[config.mk]
export PLATFORM = sky130hd
export DESIGN_NAME = i2s_dac_frame_arbiter
export DESIGN_NICKNAME = d
export VERILOG_FILES = /design/src/rtl/i2s_pkg.sv /design/src/rtl/rr_arbiter.sv /design/src/rtl/i2s_dac_frame_arbiter.sv
export SDC_FILE = /design/constraint.sdc
export NUM_CORES = 1
export LEC_CHECK = 0
export BUFFER_PORTS_ARGS = -buffer_cell sky130_fd_sc_hd__buf_4
export CORE_UTILIZATION = 31
export CTS_CLUSTER_SIZE = 25
export DETAILED_ROUTE_END_ITERATION = 10
export PLACE_DENSITY = 0.72
export SETUP_SLACK_MARGIN = 0.2
export SYNTH_ARGS = -nofsm -noshare
export SYNTH_HDL_FRONTEND = slang
export SYNTH_HIERARCHICAL = 1
export SYNTH_SLANG_ARGS = --single-unit
[constraint.sdc]
create_clock -name clk -period 7.88 [get_ports clk]
set_input_delay 0.394 -clock clk [delete_from_list [all_inputs] [get_ports clk]]
set_output_delay 0.394 -clock clk [all_outputs]
set_load 0.005 [all_outputs]
[src/rtl/i2s_pkg.sv]
// rtl/i2s_pkg.sv - shared frame constants, arbiter state type and saturating increment
package i2s_pkg;

  localparam int FRAME_W = 64;
  localparam int L_MSB   = 63;
  localparam int L_LSB   = 32;
  localparam int R_MSB   = 31;
  localparam int R_LSB   = 0;

  typedef enum logic [1:0] {
    IDLE = 2'd0,
    ARB  = 2'd1,
    XFER = 2'd2
  } arb_state_t;

  // Counters up to 32 bits wide share this; the value sticks at all-ones of width w.
  function automatic logic [31:0] sat_inc(input logic [31:0] v, input int w);
    logic [31:0] max_v;
    max_v = (w >= 32) ? 32'hFFFF_FFFF : ((32'd1 << w) - 32'd1);
    return (v >= max_v) ? max_v : (v + 32'd1);
  endfunction

endpackage

[src/rtl/rr_arbiter.sv]
// rtl/rr_arbiter.sv - combinational round-robin picker, searches upward from i_ptr+1 with wrap
module rr_arbiter #(
  parameter int N  = 4,
  parameter int IW = (N > 1) ? $clog2(N) : 1
) (
  input  logic [N-1:0]  i_req,
  input  logic [IW-1:0] i_ptr,
  output logic [N-1:0]  o_grant,
  output logic [IW-1:0] o_idx,
  output logic          o_any
);

  always_comb begin
    int w_j;
    o_grant = '0;
    o_idx   = '0;
    o_any   = 1'b0;
    w_j     = 0;
    for (int k = 1; k <= N; k++) begin
      w_j = int'(i_ptr) + k;
      if (w_j >= N) w_j = w_j - N;
      if (!o_any && i_req[w_j]) begin
        o_any        = 1'b1;
        o_grant[w_j] = 1'b1;
        o_idx        = IW'(w_j);
      end
    end
  end

endmodule

[src/rtl/i2s_dac_frame_arbiter.sv]
// rtl/i2s_dac_frame_arbiter.sv - shares one stereo DAC stream between N_SRC sources, one frame per lrck period
module i2s_dac_frame_arbiter
  import i2s_pkg::*;
#(
  parameter int N_SRC               = 4,
  parameter int FRAME_CYCLES_LOG2   = 9,
  parameter bit SILENCE_ON_UNDERRUN = 1'b1,
  parameter int CNT_W               = 16
) (
  input  logic                       clk,
  input  logic                       rst,
  input  logic [64*N_SRC-1:0]        src_tdata,
  input  logic [N_SRC-1:0]           src_tvalid,
  output logic [N_SRC-1:0]           src_tready,
  input  logic [N_SRC-1:0]           src_en,
  output logic [FRAME_W-1:0]         dac_tdata,
  output logic                       dac_tvalid,
  input  logic                       dac_tready,
  output logic [$clog2(N_SRC)-1:0]   grant_idx,
  output logic                       grant_valid,
  output logic                       frame_tick,
  output logic [CNT_W-1:0]           underrun_cnt,
  output logic [CNT_W-1:0]           overrun_cnt
);

  localparam int IW = $clog2(N_SRC);

  logic [FRAME_CYCLES_LOG2-1:0] r_frame_cnt;
  arb_state_t                   r_state;
  logic [IW-1:0]                r_ptr;
  logic [IW-1:0]                r_grant_idx;
  logic                         r_grant_valid;
  logic [FRAME_W-1:0]           r_data;
  logic [CNT_W-1:0]             r_underrun;
  logic [CNT_W-1:0]             r_overrun;

  logic [N_SRC-1:0]             w_req;
  logic [N_SRC-1:0]             w_grant;
  logic [IW-1:0]                w_win_idx;
  logic                         w_win_any;
  logic                         w_tick;
  logic                         w_in_arb;

  assign w_tick   = &r_frame_cnt;
  assign w_req    = src_tvalid & src_en;
  assign w_in_arb = (r_state == ARB);

  rr_arbiter #(
    .N  (N_SRC),
    .IW (IW)
  ) u_rr (
    .i_req   (w_req),
    .i_ptr   (r_ptr),
    .o_grant (w_grant),
    .o_idx   (w_win_idx),
    .o_any   (w_win_any)
  );

  // The ack is only ever offered during the single ARB cycle.
  assign src_tready   = w_in_arb ? w_grant : '0;
  assign dac_tvalid   = (r_state == XFER);
  assign dac_tdata    = r_data;
  assign grant_idx    = r_grant_idx;
  assign grant_valid  = r_grant_valid;
  assign frame_tick   = w_tick;
  assign underrun_cnt = r_underrun;
  assign overrun_cnt  = r_overrun;

  always_ff @(posedge clk) begin
    if (rst) begin
      r_frame_cnt   <= '0;
      r_state       <= IDLE;
      r_ptr         <= IW'(N_SRC - 1);
      r_grant_idx   <= '0;
      r_grant_valid <= 1'b0;
      r_data        <= '0;
      r_underrun    <= '0;
      r_overrun     <= '0;
    end else begin
      r_frame_cnt   <= r_frame_cnt + FRAME_CYCLES_LOG2'(1);
      r_grant_valid <= 1'b0;
      case (r_state)
        IDLE: begin
          if (w_tick) r_state <= ARB;
        end
        ARB: begin
          if (w_win_any) begin
            r_data        <= src_tdata[w_win_idx*FRAME_W +: FRAME_W];
            r_ptr         <= w_win_idx;
            r_grant_idx   <= w_win_idx;
            r_grant_valid <= 1'b1;
            r_state       <= XFER;
          end else begin
            r_underrun <= CNT_W'(sat_inc(32'(r_underrun), CNT_W));
            if (SILENCE_ON_UNDERRUN) begin
              r_data  <= '0;
              r_state <= XFER;
            end else begin
              r_state <= IDLE;
            end
          end
        end
        XFER: begin
          // A tick coinciding with the handshake is honoured; otherwise it is dropped.
          if (dac_tready) begin
            r_state <= w_tick ? ARB : IDLE;
          end else if (w_tick) begin
            r_overrun <= CNT_W'(sat_inc(32'(r_overrun), CNT_W));
          end
        end
        default: r_state <= IDLE;
      endcase
    end
  end

endmodule

==> out/metrics.csv, run 1 <==
metric,value,unit
dp_hpwl,18500,µm
post_cts_buffers,0,
finalHoldViolCount,0,
yosys.area.top_type,dfxtp_1,
worst-path-max-fanout,52,
wl_met1,9870,µm
synth-async-reset-ratio,0,%
synthCells,560,
yosysWarnings,6,
cts.sinks,112,
start_kind,flip-flop,
num_vias,6196,
io_pins,372,
fp.coreArea,19600,µm²
wl,23700,µm
syn_avg_cell_area,11.1,µm²
netlist_area,6230,µm²
routedWlPerCell,20.2,µm
synth.top_cells.by_area,"dfxtp_1, mux4_2, a22o_1",
cts_tree,done,
clkSlewWorstSetupHoldPaths,0.08,ns
fp.dieW,144,µm
highest_layer,met4,
layout-drive-gt1-share,52.7,%
cp-end-kind,flip-flop,
fin_cells,1173,
crit_path_cell_trace,inv_1 > ha_1 > and2b_1 > o21ai_0 > o211a_4 > buf_4 > mux4_2 > a22oi_1 > nor2_1,
clk_latency,0.36,ns
p_per_area,133,nW/µm²
detail_route.first_pass.iterations,4,
met2_wirelength,11200,µm
antenna_found_initial,1,
grt_max_degree,66,
clockRootBuffer,clkbuf_16,
critPathMaxStageDelay,0.81,ns
synth_edf_count,0,
dp_slack,3.70,ns
cts_buffers,9,
row_count,51,
grt_pass1_vias,6045,
grt_overflow,0,
fmax,241,MHz
met3_length,2140,µm
via_per_inst,5.28,
rsz0062_at_grt,no,
grt_usage,22.5,%
setup_ws,3.73,ns
nets,1181,
synth_ff_type,dfxtp_1,
cts_resized,0,
start_util,31.8,%
fin_util,48.4,%
peakVddDrop,0.000115,V
cts_hold_buf,0,
worst_path_max_delay_cell,dfxtp_1,
critical_path_arrival,4.37,ns
fin_hold_ws,0.326,ns
setup_violations,0,
multi_input_area,3760,µm²
worstPathRequired,8.10,ns
clock_skew,0.0101,ns
clockBufferDepth,2,
dieArea,20700,µm²
slew_violations,0,
synth_most_common_cell,dfxtp_1,
drc,0,
fill_cells,1834,
path_class,reg2reg,
critPathBufInv,2,
yosys-top-cells-count,"dfxtp_1, mux4_2, a22o_1",
max_slew.worst_pin.slew,1.02,ns
synth_nets,839,
relSlewSlack,32.2,%
ys_types,56,
h-tree-depth,3,
p_leak,4.06,nW
die_h,144,µm
fin_crit,4.15,ns
ant_nets,0,
hold_class,in2reg,
yosys.area.top_type_share,36.0,%
synth_seq_cells,112,
area.growth.synth_to_final,52.2,%
drt_iter0_drc,317,
layout_worst_path_cycle_share,52.6,%
ff_latch_area,2240,µm²
run_status,finished clean,
maxCapViolCount,0,
dp_cells,1156,
crit_family,buffers and inverters,
yosysSeqAreaShare,36.0,%
port_buffers,371,
setup_tns,0,ns
gp_congestion,0.855,
grt_pass1_wl,34400,µm
## power by group
part	internal, mW	switching, mW	total (mW)
Sequential	0.567	0.00120	0.568
Clock	0.219	0.230	0.450
Combinational	0.158	0.0813	0.239
## area by class of cell
cell class	instances	area share (%)
Tap cell	265	3.50
Timing Repair Buffer	374	29.6
Clock buffer	10	2.42
Antenna cell	1	0.0264
Sequential cell	112	23.7
Multi-Input combinational cell	393	39.7
Clock inverter	6	0.541
Inverter	12	0.475
## sequential cells by signal, indices dropped and copies added (netlist names)
name          flops
r_state           2
r_frame_cnt       9
grant_idx         2
grant_valid       1
r_ptr             2
overrun_cnt      16
underrun_cnt     16
dac_tdata        64
## through the flow
step | total power [mW] | instance area [µm²]
after floorplan | 0.700 | 6230
after global placement | 0.819 | 9190
after detailed placement | 0.822 | 9190
after CTS | 1.27 | 9470
after global routing | 1.32 | 9470
final | 1.26 | 9470
## layer usage
metal	up-vias	track usage, %
li1	2867	-
met1	3055	28.7
met2	253	35.8
met3	21	8.86
met4	0	4.54
met5	-	0
## cells in the final DEF, fill, tap and decap left out, types with 3 or more instances in the layout
master      instances
inv_1              12
a311oi_1            5
and2_1             13
a221o_1             4
dfxtp_1           112
nor2_1             32
clkinvlp_4          3
xnor2_1             6
a22oi_1            11
nor3b_1             4
and3b_1             3
o21ai_0             6
a211oi_1            4
o31ai_1             4
a31oi_1             4
and4_1              6
and3_1              9
nand2b_1            4
xor2_1              8
nand3b_1            3
o21a_1              4
mux2i_1             6
a21oi_2             3
buf_4             374
nand2_1            24
clkbuf_16           9
nor3_1             13
ha_1               12
mux4_2             65
a21oi_1            32
a22o_1             53
nor2_2              3
nand3_1            16
nor2b_1             5
## final timing paths
check | startpoint | endpoint | slack [ns] | depth (start not counted)
worst max-delay path | r_ptr[0] | dac_tdata[46] | 3.73 | 9
worst min-delay path | dac_tready | r_state[1] | 0.33 | 4
worst max register to register | r_ptr[0] | dac_tdata[46] | 3.73 | 9
worst min register to register | grant_idx[1] | grant_idx[1] | 0.46 | 2
## worst register-to-register path, cell delays in order, from the launching register on
cell	delay (ns)
dfxtp_1	0.81
inv_1	0.22
ha_1	0.50
and2b_1	0.21
o21ai_0	0.19
o211a_4	0.37
buf_4	0.81
mux4_2	0.68
a22oi_1	0.16
nor2_1	0.06
## kinds of logic (layout without fill, tap and decap cells)
| kind of cell | count (synthesis) | after routing | share of synthesized area, % |
|---|---|---|---|
| and+or+nand+nor | 155 | 155 | 13.8 |
| AOI/OAI and AO/OA | 139 | 139 | 16.9 |
| DFF | 112 | 112 | 36.0 |
| muxes | 73 | 73 | 24.8 |
| buffers and inverters | 55 | 402 | 4.00 |
| xor gates and xnor gates | 14 | 14 | 1.97 |
| adders and majority gates | 12 | 12 | 2.41 |
| other | 0 | 1 | 0 |
Note: power is estimated with default switching activity, not from simulation.
==> inputs of run 2 (changes only) <==
--- a/config.mk
+++ b/config.mk
@@ -5,6 +5,7 @@
 export SDC_FILE = /design/constraint.sdc
 export NUM_CORES = 1
 export LEC_CHECK = 0
+export ABC_AREA = 1
 export BUFFER_PORTS_ARGS = -buffer_cell sky130_fd_sc_hd__buf_4
 export CORE_UTILIZATION = 31
 export CTS_CLUSTER_SIZE = 25
==> constraint.sdc (replaced) <==
create_clock -name clk -period 3.6 [get_ports clk]
set_input_delay 0.18 -clock clk [delete_from_list [all_inputs] [get_ports clk]]
set_output_delay 0.18 -clock clk [all_outputs]
set_load 0.005 [all_outputs]
==> out/metrics.csv, run 2 <==
metric,value,unit,change
num_vias,8704,,was 6196
synth_nets,1392,,was 839
routedWlPerCell,16.4,µm,was 20.2 µm
rr_endpoint,dac_tdata[34],,was dac_tdata[46]
multi_input_area,4120,µm²,was 3760 µm²
via_per_inst,5.05,,was 5.28
synth.top_cells.by_area,"dfxtp_1, nand2_1, nand3_1",,"was dfxtp_1, mux4_2, a22o_1"
yosys-top-cells-count,"nand2_1, nor2_1, nand3_1",,"was dfxtp_1, mux4_2, a22o_1"
ys_types,30,,was 56
r2r_slack,0.56,ns,was 3.73 ns
design_area,10200,µm²,was 9470 µm²
worstPathRequired,3.89,ns,was 8.10 ns
path_class,reg2reg,,unchanged
yosys.area.top_type_share,32.6,%,was 36.0%
netlist_area,6890,µm²,was 6230 µm²
mostFrequentLayoutCell,buf_4,,unchanged
p_seq_share,43.0,%,was 45.2%
fp.dieW,151,µm,was 144 µm
fmax,329,MHz,was 241 MHz
p_clk_share,36.3,%,was 35.8%
grt_usage,24.1,%,was 22.5%
synthXorXnorAreaFrac,1.40,%,was 1.97%
grt_max_degree,129,,was 66
largest_reg_flops,64,,unchanged
setup_tns,0,ns,unchanged
run_status,finished clean,,unchanged
critical_path_arrival,3.34,ns,was 4.37 ns
synth_mux_area_share,0,%,was 24.8%
cp.depth,13,,was 9
fp.coreArea,21800,µm²,was 19600 µm²
crit_path_cell_trace,inv_1 > ha_1 > inv_1 > nand2_2 > nand2_2 > nor2_2 > nor2_1 > a21oi_4 > buf_12 > o21ai_0 > o22ai_1 > nand2_1 > a21oi_1,,was inv_1 > ha_1 > and2b_1 > o21ai_0 > o211a_4 > buf_4 > mux4_2 > a22oi_1 > nor2_1
cp-startpoint,r_ptr[1],,was r_ptr[0]
fin_hold_ws,0.143,ns,was 0.326 ns
layout_worst_path_cycle_share,84.5,%,was 52.6%
die_h,151,µm,was 144 µm
finalHoldViolCount,0,,unchanged
synth_simple_gate_area_share,38.3,%,was 13.8%
rsz0062_at_grt,no,,unchanged
crit_family,compound AO/OA/AOI/OAI gates,,was buffers and inverters
synth_edf_count,0,,unchanged
drt_iter0_drc,501,,was 317
cts_hold_buf,0,,unchanged
cts_resized,0,,unchanged
peakVddDrop,0.000197,V,was 0.000115 V
ant_nets,0,,unchanged
start_kind,flip-flop,,unchanged
swShare,29.2,%,was 24.9%
grt_pass1_wl,42300,µm,was 34400 µm
drc,0,,unchanged
synth_ff_type,dfxtp_1,,unchanged
crit_end,dac_tdata[34],,was dac_tdata[46]
synth_compound_area_share,17.6,%,was 16.9%
dp_hpwl,20700,µm,was 18500 µm
nets,1714,,was 1181
dp_slack,0.618,ns,was 3.70 ns
fill_cells,2313,,was 1834
fin_crit,3.04,ns,was 4.15 ns
p_per_area,284,nW/µm²,was 133 nW/µm²
grt_overflow,0,,unchanged
row_count,54,,was 51
critPathBufInv,3,,was 2
p_leak,4.85,nW,was 4.06 nW
setup_ws,0.557,ns,was 3.73 ns
layout-drive-gt1-share,29.7,%,was 52.7%
max_slew.worst_pin.slew,0.709,ns,was 1.02 ns
worst_path_max_delay_cell,dfxtp_1,,unchanged
cts_buffers,9,,unchanged
clkSlewWorstSetupHoldPaths,0.08,ns,about the same
clk_latency,0.36,ns,about the same
ff_latch_area,2240,µm²,unchanged
gp_congestion,0.967,,was 0.855
setup_violations,0,,unchanged
p_int,2.04,mW,was 944 µW
antenna_found_initial,3,,was 1
r2r-start,r_ptr[1],,was r_ptr[0]
cts.sinks,112,,unchanged
yosys.area.top_type,dfxtp_1,,unchanged
synth_most_common_cell,nand2_1,,was dfxtp_1
cp-end-kind,flip-flop,,unchanged
worst-path-max-fanout,128,,was 52
io_pins,372,,unchanged
port_buffers,371,,unchanged
fin_util,46.6,%,was 48.4%
final_cell_mix,"buf_4, nand2_1, nor2_1",,"was buf_4, dfxtp_1, mux4_2"
relSlewSlack,52.7,%,was 32.2%
detail_route.first_pass.iterations,5,,was 4
switchingPower,844,µW,was 313 µW
cts_tree,done,,unchanged
area.growth.synth_to_final,47.5,%,was 52.2%
yosysWarnings,6,,unchanged
yosysSeqAreaShare,32.6,%,was 36.0%
post_cts_buffers,0,,unchanged
clockBufferDepth,2,,unchanged
synth_adder_area_share,2.18,%,was 2.41%
h-tree-depth,3,,unchanged
clock_skew,0.00772,ns,was 0.0101 ns
synth-async-reset-ratio,0,%,unchanged
start_util,31.6,%,was 31.8%
hold_class,in2reg,,unchanged
slew_violations,0,,unchanged
synthCells,1113,,was 560
syn_avg_cell_area,6.19,µm²,was 11.1 µm²
wl,28200,µm,was 23700 µm
clockRootBuffer,clkbuf_16,,unchanged
reg2reg_depth,13,,was 9
dieArea,22800,µm²,was 20700 µm²
dpl_cell_area,9860,µm²,was 9190 µm²
synth_top_family_by_area,simple AND/OR/NAND/NOR gates,,was multiplexers
maxCapViolCount,0,,unchanged
grt_pass1_vias,8040,,was 6045
comb_power_share,20.8,%,was 19.0%
synth_seq_cells,112,,unchanged
critPathMaxStageDelay,0.51,ns,was 0.81 ns
## run 2: cell count changes after synthesis, moves of 53 or more
cell,delta
nor2_1,+117
nand2_1,+263
a22o_1,-53
nand3_1,+115
o21ai_0,+107
mux4_2,-65
## run 2: power by group through the flow
stage               clock [mW]  sequential (mW)  combinational [mW]
global route              1.13             1.24               0.659
finish                    1.05             1.24               0.600
floorplan                    0             1.27               0.290
detailed placement           0             1.27               0.597
global placement             0             1.27               0.594
CTS                       1.08             1.24               0.600
## run 2: stage by stage
step / power (mW) / cells
6_report: 2.89 / 1723
2_1_floorplan: 1.56 / 1113
5_1_grt: 3.03 / 1721
3_5_place_dp: 1.87 / 1704
3_3_place_gp: 1.86 / 1704
4_1_cts: 2.92 / 1720
## run 2: cell type report
type                    count  share of cell area (%)
diodes                      3                  0.0739
clock buffers              10                    2.35
clock inverters             6                   0.567
inverters                  69                    2.56
multi-input cells         864                    40.6
flip-flops and latches    112                    22.1
well taps                 280                    3.45
repair buffers            379                    28.4
## run 2: worst min-delay path by stage
stage,start,end,cells past startpoint
after floorplan,rst,underrun_cnt[0],3
after global placement,r_frame_cnt[0],r_frame_cnt[0],1
after detailed placement,r_frame_cnt[0],r_frame_cnt[0],1
after CTS,src_tdata[22],dac_tdata[22],5
after global routing,src_tdata[5],dac_tdata[5],5
final,src_tdata[22],dac_tdata[22],5
## run 2: tightest hold or removal path, cell delays in order
cell     delay (ns)
buf_4          0.08
nand2_1        0.04
nand3_1        0.06
nand3_1        0.07
nand2_1        0.05
## run 2: kinds of logic (layout without fill, tap and decap cells)
| logic type | Yosys count | in the layout |
|---|---|---|
| AND/OR/NAND/NOR | 615 | 615 |
| other | 0 | 3 |
| buffers and inverters | 137 | 464 |
| XOR/XNOR | 11 | 11 |
| flip-flops | 112 | 112 |
| adder cells (fa/ha/maj) | 12 | 12 |
| AO/OA/AOI/OAI | 226 | 226 |
## run 2: layer usage
metal  track usage (%)  wire, µm  share of wire [%]
met5                 0        14              0.050
met2              40.2     13500                 48
met3              6.54      2230                7.9
met4              8.60       868                3.1
met1              29.5     11600                 41
